## config.mk

```make
export PLATFORM = sky130hd
export DESIGN_NAME = seg_scan_display
export DESIGN_NICKNAME = d
export VERILOG_FILES = /design/src/rtl/seg_pkg.sv /design/src/rtl/hex_to_seg.sv /design/src/rtl/seg_scan_display.sv
export SDC_FILE = /design/constraint.sdc
export NUM_CORES = 1
export LEC_CHECK = 0
export CAP_MARGIN = 20
export CORE_MARGIN = 1
export CORE_UTILIZATION = 37
export DETAILED_ROUTE_END_ITERATION = 10
export DONT_BUFFER_PORTS = 1
export PLACE_DENSITY = 0.51
export SLEW_MARGIN = 20
export SYNTH_ARGS = -nofsm -noshare
export SYNTH_HDL_FRONTEND = slang
export SYNTH_SLANG_ARGS = --single-unit
```

## constraint.sdc

```tcl
create_clock -name clk -period 4.5 [get_ports clk]
set_input_delay 0.9 -clock clk [delete_from_list [all_inputs] [get_ports clk]]
set_output_delay 0.9 -clock clk [all_outputs]
set_load 0.03 [all_outputs]
```

## src/rtl/seg_pkg.sv

```systemverilog
// Shared constants for the multiplexed seven-segment display.
// Segment bit order (a..g, dp) and the hex font used by hex_to_seg.
package seg_pkg;

   localparam int SEG_A  = 0;
   localparam int SEG_B  = 1;
   localparam int SEG_C  = 2;
   localparam int SEG_D  = 3;
   localparam int SEG_E  = 4;
   localparam int SEG_F  = 5;
   localparam int SEG_G  = 6;
   localparam int SEG_DP = 7;

   typedef logic [6:0] seg7_t;

   // Active-high glyphs, bit SEG_x lights segment x (g..a from MSB to LSB).
   localparam seg7_t HEX_FONT [16] = '{
      7'h3F, 7'h06, 7'h5B, 7'h4F,
      7'h66, 7'h6D, 7'h7D, 7'h07,
      7'h7F, 7'h6F, 7'h77, 7'h7C,
      7'h39, 7'h5E, 7'h79, 7'h71
   };

endpackage

```

## src/rtl/hex_to_seg.sv

```systemverilog
// Hex nibble to seven-segment glyph decoder (purely combinational).
// Ports: nib in [3:0] hex value; seg out [6:0] active-high a..g pattern.
module hex_to_seg
   import seg_pkg::*;
(
   input  logic [3:0] nib,
   output seg7_t      seg
);

   always_comb begin
      seg = HEX_FONT[nib];
   end

endmodule

```

## src/rtl/seg_scan_display.sv

```systemverilog
// Time-multiplexed seven-segment scanner with tear-free frame updates,
// PWM brightness and leading-zero blanking.
// Ports: clk, rst (sync, high); data/dp/load capture new content;
// blank_lz, bright shape output; enpos/seg drive the display;
// pending flags a buffered load; frame_tick pulses after each frame.
module seg_scan_display
   import seg_pkg::*;
#(
   parameter int DIGITS   = 4,
   parameter int DIV      = 5000,
   parameter int BRIGHT_W = 3
) (
   input  logic                  clk,
   input  logic                  rst,
   input  logic [4*DIGITS-1:0]   data,
   input  logic [DIGITS-1:0]     dp,
   input  logic                  load,
   input  logic                  blank_lz,
   input  logic [BRIGHT_W-1:0]   bright,
   output logic [DIGITS-1:0]     enpos,
   output logic [7:0]            seg,
   output logic                  pending,
   output logic                  frame_tick
);

   localparam int CW = $clog2(DIV);
   localparam int IW = (DIGITS > 1) ? $clog2(DIGITS) : 1;
   // Wide enough for (2**BRIGHT_W) * DIV without overflow.
   localparam int TW = BRIGHT_W + CW + 1;

   logic [CW-1:0]         cnt_q, cnt_d;
   logic [IW-1:0]         idx_q, idx_d;
   logic [4*DIGITS-1:0]   sh_data_q, sh_data_d;
   logic [DIGITS-1:0]     sh_dp_q, sh_dp_d;
   logic [4*DIGITS-1:0]   bf_data_q, bf_data_d;
   logic [DIGITS-1:0]     bf_dp_q, bf_dp_d;
   logic                  pending_q, pending_d;
   logic [DIGITS-1:0]     enpos_q, enpos_d;
   logic [7:0]            seg_q, seg_d;
   logic                  ft_q, ft_d;

   logic                  slot_tick;
   logic                  boundary;
   logic [TW-1:0]         thr;
   logic                  lit;
   logic [3:0]            nib;
   seg7_t                 glyph;
   logic [DIGITS-1:0]     lz;
   logic                  lz_acc;
   logic                  blank;

   hex_to_seg u_dec (
      .nib (nib),
      .seg (glyph)
   );

   always_comb begin
      slot_tick = (cnt_q == CW'(DIV - 1));
      boundary  = slot_tick && (idx_q == IW'(DIGITS - 1));

      cnt_d = slot_tick ? '0 : cnt_q + CW'(1);
      idx_d = idx_q;
      if (slot_tick) begin
         idx_d = boundary ? '0 : idx_q + IW'(1);
      end

      // Buffered loads land only on a frame boundary so a frame never
      // mixes old and new digits.
      sh_data_d = sh_data_q;
      sh_dp_d   = sh_dp_q;
      bf_data_d = bf_data_q;
      bf_dp_d   = bf_dp_q;
      pending_d = pending_q;
      if (load && boundary) begin
         sh_data_d = data;
         sh_dp_d   = dp;
         pending_d = 1'b0;
      end else if (load) begin
         bf_data_d = data;
         bf_dp_d   = dp;
         pending_d = 1'b1;
      end else if (boundary && pending_q) begin
         sh_data_d = bf_data_q;
         sh_dp_d   = bf_dp_q;
         pending_d = 1'b0;
      end

      thr = ((TW'(bright) + TW'(1)) * TW'(DIV)) >> BRIGHT_W;
      lit = (TW'(cnt_q) < thr);

      nib = sh_data_q[{idx_q, 2'b00} +: 4];

      // lz[k]: digits k..top are all zero with no decimal point.
      lz_acc = 1'b1;
      lz     = '0;
      for (int k = DIGITS - 1; k >= 0; k--) begin
         lz_acc = lz_acc && (sh_data_q[4*k +: 4] == 4'h0) && !sh_dp_q[k];
         lz[k]  = lz_acc;
      end
      blank = blank_lz && lz[idx_q] && (idx_q != '0);

      enpos_d = lit ? (DIGITS'(1) << idx_q) : '0;
      seg_d   = '0;
      if (lit && !blank) begin
         seg_d[6:0]    = glyph;
         seg_d[SEG_DP] = sh_dp_q[idx_q];
      end

      ft_d = boundary;
   end

   always_ff @(posedge clk) begin
      if (rst) begin
         cnt_q     <= '0;
         idx_q     <= '0;
         sh_data_q <= '0;
         sh_dp_q   <= '0;
         bf_data_q <= '0;
         bf_dp_q   <= '0;
         pending_q <= 1'b0;
         enpos_q   <= '0;
         seg_q     <= '0;
         ft_q      <= 1'b0;
      end else begin
         cnt_q     <= cnt_d;
         idx_q     <= idx_d;
         sh_data_q <= sh_data_d;
         sh_dp_q   <= sh_dp_d;
         bf_data_q <= bf_data_d;
         bf_dp_q   <= bf_dp_d;
         pending_q <= pending_d;
         enpos_q   <= enpos_d;
         seg_q     <= seg_d;
         ft_q      <= ft_d;
      end
   end

   assign enpos      = enpos_q;
   assign seg        = seg_q;
   assign pending    = pending_q;
   assign frame_tick = ft_q;

endmodule

```

==> run_results.csv, run 1 <==
group,metric,value,unit
die,start_util,38.6,%
layout,area_delta_synth_final,9.08,%
yosys,synth_cells,430,
setup_path,cp.arrival,4450,ps
yosys,ys.flop_type,"dfxtp_1",
yosys,syn_nets,494,
yosys,synthArstFlopShare,0,%
routing,vias_per_cell,5.12,
timing,slew_viol_final,0,
grt,grt_pass1_vias,2780,
die,ios,41,
yosys,synth.avg_cell_area,8.85,sq um
die,num_rows,36,
layout,final_cells,565,
timing,rsz0062_at_grt,"false",
routing,ant_nets,0,
hold_path,hold_path_depth,2,
yosys,ys_types,51,
clock_network,cts.clk_slew.worst_paths,80,ps
die,die_width,103,microns
yosys,ys_ff_latch,69,
layout,multi_input_area,2260,sq um
placement,dp_cells,549,
grt,gr-usage-all-layers,16.7,%
timing,hold_viol,0,
die,die_h,103,microns
clock_network,post-cts-setup-buffer-count,0,
hold_path,hold_path.class,"flop to flop",
layout,drive_gt1_share,10.6,%
timing,slew_headroom,59.6,%
yosys,yosysWarnings,0,
outcome,outcome,"finished clean",
clock_network,cts_buffers,9,
timing,min_period_over_period,93.4,%
placement,portBuffers,0,
routing,routed_wl,8210,microns
die,core_area,9860,sq um
power,p_leak,1.66,nW
timing,fmax,238,MHz
clock_network,cts_hold_buf,0,
layout,fin_nets,491,
grt,antenna_found_initial,0,
routing,wl_per_cell,14.5,microns
setup_path,cp.required,4750,ps
power,ir_drop,0.176,mV
hold_path,hold_path_end,"bf_data_q[11]",
power,p_int,0.000955,W
grt,grt_overflow,0,
power,clockPowerShare,40.3,%
timing,finalSetupViolations,0,
routing,drc,0,
clock_network,worst_skew_pair.late_latency,340,ps
clock_network,cts_tree,"done",
placement,dp.final_hpwl,5990,microns
grt,grt_pass1_wl,13800,microns
timing,layout_min_cycle_time,4200,ps
timing,setup_ws,296,ps
setup_path,start_kind,"input pin",
timing,finalClockSkew,14.9,ps
setup_path,r2r_setup_slack,1780,ps
grt,grt_max_degree,31,
placement,pre_cts_ws,-63.0,ps
yosys,ys_top_cells_by_area,"dfxtp_1, ha_1, mux2i_1",
power,seq_power_share,49.2,%
setup_path,r2r-start,"idx_q[0]",
yosys,synth_common_cells,"dfxtp_1, nand2_1, ha_1",
yosys,yosysTopAreaCellShare,36.3,%
clock_network,cts_buffer_depth,2,
flow_run,drv_cap,0,
placement,gp_congestion,0.778,
power,p_sw,0.000355,W
routing,num_vias,2894,
yosys,synth_edf_count,0,
setup_path,worstSetupPathType,"input pin to flop",
timing,worst_pin_slew,606,ps
clock_network,htreeDepth,3,
yosys,yosysSeqAreaShare,36.3,%
hold_path,min_from,"bf_data_q[11]",
clock_network,ctsRootBufferMaster,"clkbuf_8",
power,combPwrFrac,10.5,%
clock_network,ctsResizeCount,0,
yosys,synth_top_cell_by_area,"dfxtp_1",
setup_path,crit_fanout,12,
yosys,synth_area,3800,sq um
die,dieArea,10700,sq um
power,swShare,27.1,%
power,power_density,316,nW/um^2
layout,seq_area,1380,sq um
setup_path,r2r_cells,8,
layout,diodes,0,
setup_path,worstSetupStartpoint,"bright[0]",
routing,first_pass_iters,4,
setup_path,endpoint_kind,"flop",
layout,fillers,984,
routing,drt_iter0_markers,78,
setup_path,r2r-end,"seg[0]",
clock_network,clkSinkCount,69,
stage by stage:
step                TNS, ps  hold slack, ps  total power (W)  cell area, sq um  util (%)
floorplan                 0             430         0.000773              3800         -
global placement          0             435         0.000795              3950      40.0
global route              0             465          0.00138              4150      42.1
detailed placement    -63.0             440         0.000800              3950      40.0
finish                    0             451          0.00131              4150      42.1
CTS                       0             452          0.00133              4150      42.1
cells by family after synthesis:
kind of cell | Yosys count | share of synthesized area (%)
AOI/OAI and AO/OA | 86 | 14.0
and+or+nand+nor | 148 | 19.3
buffers and inverters | 40 | 4.37
muxes | 32 | 9.77
xor gates and xnor gates | 18 | 4.14
DFF | 69 | 36.3
adders and majority gates | 37 | 12.2
registers in the layout, summed over array words and instances, names as in the netlist:
| name | flops |
|---|---|
| seg | 8 |
| bf_dp_q | 4 |
| bf_data_q | 16 |
| frame_tick | 1 |
| enpos | 4 |
| pending | 1 |
| sh_data_q | 16 |
| idx_q | 2 |
| cnt_q | 13 |
| sh_dp_q | 4 |
power groups by stage:
stage               combinational, W  sequential [W]  clock, W
floorplan                   0.000116        0.000657         0
global placement            0.000136        0.000659         0
detailed placement          0.000141        0.000659         0
CTS                         0.000141        0.000645  0.000549
global route                0.000161        0.000646  0.000571
finish                      0.000138        0.000644  0.000527
cell type report:
type | count | area share (%)
Inverter | 17 | 1.54
Tap cell | 133 | 4.01
Multi-Input combinational cell | 321 | 54.4
Clock buffer | 9 | 2.98
Clock inverter | 7 | 1.87
Sequential cell | 69 | 33.3
Timing Repair Buffer | 9 | 1.93
metal layers:
| metal | GRT usage [%] | part of all wire (%) | routed length (microns) |
|---|---|---|---|
| met1 | 22.4 | 49 | 4060 |
| met2 | 27.1 | 45 | 3720 |
| met3 | 3.36 | 4.1 | 337 |
| met4 | 4.88 | 1.2 | 98 |
| met5 | 0 | 0 | 0 |
cell usage in the layout (no fill, tap or decap), drive strengths merged, types with 5 or more instances in the layout:
master  count
inv        20
ha         37
nor3       17
mux2i      27
xnor2       8
o21ai      33
nand3       9
buf         9
nand2      69
xor2       10
clkbuf      9
nand2b      5
a21oi      29
nor2       25
and3        5
dfxtp      69
how the worst max path moves through the flow:
stage | end | cells past startpoint
after floorplan | seg[0] | 18
after global placement | seg[1] | 17
after detailed placement | seg[1] | 17
after CTS | seg[1] | 17
after global routing | seg[1] | 17
final | seg[1] | 17
worst max-delay path, stage by stage:
cell and delay [ps]:
ha_1 210, xor2_1 220, inv_1 90, ha_1 280, inv_1 50, ha_1 270, ha_1 300, ha_1 290
a21oi_1 210, o21ai_1 140, xnor2_1 180, ha_1 270, a21o_1 160, a211oi_1 280, o32ai_2 150, buf_12 170
nor4_1 260
Power figures use the tool's default switching activity.
==> run 2: changes to the inputs <==
- ABC_AREA: not set -> 1
==> run 2 against run 1 <==
  * Combinational power is 4% higher
  * Clock power is 22% higher
  * Global-route usage rose by 0.20 points
  * Clock-buffer cell count increased by 2
  * Die area grew 3.9%
  * Flip-flop and latch count unchanged
  * Non-clock buffer count fell by 7
  * Utilization is 0.74 points lower
  * Sequential share of layout area is 1.1 points lower
  * Routed wire length up 4.8%
  * Setup slack improved by 350 ps
  * Cell count increased by 20%
  * Largest cell class unchanged
  * Largest power group unchanged
  * Highest routed layer unchanged
==> run_results.csv, run 2 <==
group,metric,value,unit
timing,finalSetupViolations,0,
power,fin_total_pwr,0.00143,W
grt,met2_usage,25.5,%
timing,slew_headroom,33.8,%
die,core_area,10400,sq um
layout,diodes,0,
power,swShare,24.3,%
timing,slew_viol_final,0,
layout,multi_input_area,2160,sq um
yosys,ys_types,38,
routing,wl_per_cell,12.7,microns
routing,drt_iter0_markers,141,
routing,drc,0,
timing,finalClockSkew,9.63,ps
die,start_util,38.2,%
hold_path,hold_path.class,"flop to flop",
layout,final_common_cell,"nand2_1",
yosys,yosysTopAreaCellShare,34.9,%
yosys,synth_area,3960,sq um
layout,final_cell_mix,"nand2_1, inv_1, dfxtp_1",
layout,fillers,1149,
timing,layout_min_cycle_time,3850,ps
clock_network,cts_hold_buf,0,
grt,grt_pass1_wl,15000,microns
routing,first_pass_iters,4,
grt,grt_pass1_vias,3164,
yosys,synth_edf_count,0,
timing,min_period_over_period,85.7,%
grt,grt_max_degree,43,
die,ios,41,
layout,seq_area,1380,sq um
grt,antenna_found_initial,0,
timing,finalSetupTns,0,ps
routing,ant_nets,0,
grt,gr-usage-all-layers,16.9,%
setup_path,endpoint_kind,"flop",
clock_network,clkSinkCount,69,
grt,use_met1,23.1,%
clock_network,cts_buffer_depth,2,
grt,grt_util_met3,4.39,%
layout,drive_gt1_share,11.3,%
placement,gp_congestion,0.820,
timing,fmax,259,MHz
power,p_leak,2.04,nW
clock_network,cts_tree,"done",
layout,area_delta_synth_final,8.31,%
power,ir_drop,0.159,mV
yosys,yosysWarnings,0,
yosys,syn_nets,605,
routing,num_vias,3278,
clock_network,post-cts-setup-buffer-count,0,
clock_network,cts.clk_slew.worst_paths,70,ps
power,seq_power_share,45.1,%
flow_run,drv_cap,0,
placement,portBuffers,0,
power,p_sw,0.000348,W
setup_path,start_kind,"input pin",
grt,grt_busiest_layer,"met2",
yosys,synth.most_common_cell,"nand2_1",
yosys,synthArstFlopShare,0,%
yosys,synth_top_cell_by_area,"dfxtp_1",
timing,worst_pin_slew,990,ps
clock_network,ctsResizeCount,0,
timing,rsz0062_at_grt,"false",
clock_network,htreeDepth,3,
setup_path,crit_fanout,8,
outcome,outcome,"finished clean",
clock_network,worst_skew_pair.late_latency,340,ps
routing,routed_wl,8610,microns
clock_network,ctsRootBufferMaster,"clkbuf_8",
grt,grt_overflow,0,
die,dieArea,11100,sq um
yosys,ys.flop_type,"dfxtp_1",
setup_path,cp.arrival,4130,ps
die,die_h,105,microns
yosys,ys_top_cells_by_area,"dfxtp_1, ha_1, nand2_1",
yosys,synth_cells,541,
timing,hold_viol,0,
yosys,synth_common_cells,"nand2_1, inv_1, dfxtp_1",
power,power_density,334,nW/um^2
yosys,ys_ff_latch,69,
layout,fin_nets,600,
setup_path,cp.required,4770,ps
setup_path,r2r_setup_slack,2090,ps
yosys,synth.avg_cell_area,7.32,sq um
power,combPwrFrac,10.0,%
setup_path,worstSetupPathType,"input pin to flop",
power,p_int,0.00108,W
layout,reg.largest.list,"bf_data_q x16, sh_data_q x16, cnt_q x13",
clock_network,cts_buffers,9,
die,die_width,105,microns
die,num_rows,37,
placement,dp.final_hpwl,6370,microns
yosys,yosysSeqAreaShare,34.9,%
power,clockPowerShare,44.9,%
routing,vias_per_cell,4.84,
==> run 2: cell count changes after synthesis, moves of 7 or more <==
| cell | change |
|---|---|
| a21oi_1 | +7 |
| a21oi_2 | +19 |
| clkbuf_1 | -12 |
| inv_1 | +56 |
| mux2i_1 | -25 |
| nand2_1 | +53 |
| nand3_1 | +16 |
| nor3_2 | -8 |
| o21ai_0 | +20 |
==> run 2: path summary, 6_finish.rpt <==
kind                 from            to  depth (start not counted)
max             bright[0]        seg[6]                         18
min          bf_data_q[9]  bf_data_q[9]                          2
max reg2reg      cnt_q[0]  sh_data_q[8]                          9
min reg2reg  bf_data_q[9]  bf_data_q[9]                          2
==> run 2: logic make-up (layout without fill, tap and decap cells) <==
| logic type | Yosys count | in the layout | synth area share, % |
|---|---|---|---|
| flip-flops | 69 | 69 | 34.9 |
| AO/OA/AOI/OAI | 118 | 118 | 17.5 |
| adder cells (fa/ha/maj) | 37 | 37 | 11.7 |
| multiplexers | 2 | 2 | 0.506 |
| AND/OR/NAND/NOR | 211 | 211 | 23.4 |
| buffers and inverters | 97 | 97 | 10.4 |
| XOR/XNOR | 7 | 7 | 1.55 |
==> run 2: power by group through the flow <==
stage	logic (W)	clock network, W	registers [W]
finish	0.000143	0.000644	0.000646
global placement	0.000139	0	0.000660
floorplan	0.000118	0	0.000658
global route	0.000171	0.000692	0.000648
CTS	0.000146	0.000666	0.000646
detailed placement	0.000144	0	0.000660
==> run 2: final cells by class <==
class	count	area share [%]
Clock buffer	11	3.53
Clock inverter	5	2.48
Inverter	79	6.95
Multi-Input combinational cell	375	50.5
Sequential cell	69	32.2
Tap cell	136	3.97
Timing Repair Buffer	2	0.350
==> run 2: per-layer routing <==
layer	wire, microns	part of all wire (%)	vias up
li1	-	-	1744
met1	4290	50	1454
met2	3640	42	72
met3	585	6.8	8
met4	93	1.1	0
met5	0	0	-
==> run 2: worst max-delay path: stages <==
cell and delay, ps:
ha_1 210, xnor2_1 160, ha_1 290, inv_1 60
ha_1 170, or2_2 300, ha_1 290, ha_1 340
nand3_1 80, nand3_1 80, a21o_1 180, xor2_1 150
ha_1 290, a21oi_1 130, nor2_1 70, nor2_2 130
nand3_2 170, nor2_1 130
==> run 2: stage by stage <==
stage / util [%] / std cells / setup WS [ps] / hold slack (ps) / area (sq um)
final: 41.3 / 677 / 646 / 452 / 4290
after global placement: 38.9 / 661 / 394 / 438 / 4030
after floorplan: - / 541 / 477 / 430 / 3960
after detailed placement: 38.9 / 661 / 314 / 443 / 4030
after CTS: 41.3 / 677 / 647 / 455 / 4290
after global routing: 41.3 / 677 / 364 / 475 / 4290
==> run 3: changes to the inputs <==
- CORE_MARGIN: 1 -> 8
==> run 3 against run 2 <==
  * Maximum frequency rose by 0.41%
  * First-iteration DRC count rose by 0.71%
  * Clock skew rose by 2.3 ps
  * Clock power fell by 15%
  * Critical path depth did not move
  * Die area rose by 28%
  * Sequential share of layout area rose by 0.33 points
  * Critical endpoint is now seg[7]
==> run_results.csv, run 3 (synthesis results as in run 2) <==
group,metric,value,unit
outcome,outcome,"finished clean",
timing,layout_min_cycle_time,3840,ps
clock_network,cts_buffers,9,
setup_path,start_kind,"input pin",
timing,worst_pin_slew,925,ps
setup_path,r2r-end,"seg[3]",
clock_network,post-cts-setup-buffer-count,0,
setup_path,r2r_cells,8,
die,die_h,119,microns
clock_network,cts_hold_buf,0,
grt,gr-usage-all-layers,12.9,%
grt,antenna_found_initial,0,
hold_path,hold_path.class,"flop to flop",
placement,dp.final_hpwl,6650,microns
setup_path,r2r_setup_slack,2070,ps
timing,finalClockSkew,11.9,ps
placement,gp_congestion,0.792,
hold_path,min_from,"bf_dp_q[1]",
clock_network,worst_skew_pair.late_latency,350,ps
routing,ant_nets,0,
timing,hold_ws,453,ps
setup_path,cp.required,4770,ps
timing,min_period_over_period,85.3,%
timing,slew_viol_final,0,
hold_path,hold_path_depth,2,
clock_network,cts_tree,"done",
routing,first_pass_iters,4,
grt,grt_pass1_wl,15100,microns
layout,diodes,0,
die,num_rows,37,
clock_network,ctsResizeCount,0,
clock_network,htreeDepth,3,
routing,drt_iter0_markers,142,
hold_path,hold_path_end,"bf_dp_q[1]",
timing,slew_headroom,38.2,%
flow_run,drv_cap,0,
layout,fin_nets,600,
die,die_width,119,microns
timing,fmax,261,MHz
die,core_area,10400,sq um
timing,hold_viol,0,
setup_path,worstSetupPathType,"input pin to flop",
timing,finalSetupTns,0,ps
clock_network,clkSinkCount,69,
placement,portBuffers,0,
setup_path,endpoint_kind,"flop",
die,start_util,38.2,%
routing,num_vias,3201,
clock_network,cts_buffer_depth,2,
clock_network,cts.clk_slew.worst_paths,70,ps
routing,wl_per_cell,13.0,microns
routing,drc,0,
grt,grt_overflow,0,
power,power_density,316,nW/um^2
setup_path,r2r-start,"idx_q[0]",
grt,grt_max_degree,43,
layout,reg.largest.list,"bf_data_q x16, sh_data_q x16, cnt_q x13",
routing,vias_per_cell,4.73,
setup_path,crit_fanout,8,
routing,routed_wl,8830,microns
layout,area_delta_synth_final,7.21,%
clock_network,ctsRootBufferMaster,"clkbuf_8",
power,p_leak,2.02,nW
layout,final_common_cell,"nand2_1",
timing,finalSetupViolations,0,
die,dieArea,14300,sq um
layout,final_cell_mix,"nand2_1, inv_1, dfxtp_1",
setup_path,cp.arrival,4110,ps
timing,rsz0062_at_grt,"false",
grt,grt_pass1_vias,3127,
die,ios,41,
layout,drive_gt1_share,11.3,%
power,ir_drop,0.222,mV
run 3: cell count changes in the layout (fill, tap and decap cells not counted):
cell	before	now
clkinv_2	1	4
clkbuf_8	11	9
bufinv_16	3	2
clkinv_4	1	0
clkinvlp_4	1	2
run 3: power by group:
| group | internal, W | switching, W |
|---|---|---|
| registers | 0.000629 | 0.0000168 |
| clock network | 0.000309 | 0.000242 |
| logic | 0.0000559 | 0.0000871 |
| total | 0.000994 | 0.000345 |
run 3: final cells by class:
class | count | area (sq um)
Multi-Input combinational cell | 375 | 2160
Tap cell | 136 | 170
Inverter | 79 | 298
Timing Repair Buffer | 2 | 15.0
Clock inverter | 7 | 90.1
Clock buffer | 9 | 124
Sequential cell | 69 | 1380
Fill cell | 1124 | 6130
run 3: worst max path at each step:
stage | start | endpoint | slack (ps)
detailed placement | bright[0] | seg[6] | 280
global placement | bright[0] | seg[0] | 400
CTS | bright[0] | seg[7] | 660
global route | bright[0] | seg[7] | 440
finish | bright[0] | seg[7] | 660
floorplan | bright[0] | seg[0] | 480
run 3: worst max-delay path: stages:
cell     delay, ps
ha_1           210
xnor2_1        150
ha_1           280
inv_1           50
ha_1           160
or2_2          290
ha_1           290
ha_1           340
nand3_1         80
nand3_1         90
a21o_1         180
xor2_1         140
ha_1           290
a21oi_1        130
nor2_1          70
nor2_2         130
nand3_2        170
nor2_1         140
run 3: layer usage:
layer  global-route usage, %  vias to the layer above  share of wire [%]
li1                        -                     1737                  -
met1                    16.7                     1403                 51
met2                    19.2                       53                 41
met3                    4.35                        8                7.0
met4                    5.39                        0                1.0
met5                       0                        -                  0
run 3: metrics by stage:
step	area, sq um	setup WS, ps	util [%]	instances	power [W]
global placement	4030	402	38.9	661	0.000800
CTS	4240	656	40.9	677	0.00137
floorplan	3960	477	-	541	0.000775
global route	4240	440	40.9	677	0.00142
detailed placement	4030	282	38.9	661	0.000805
finish	4240	661	40.9	677	0.00134
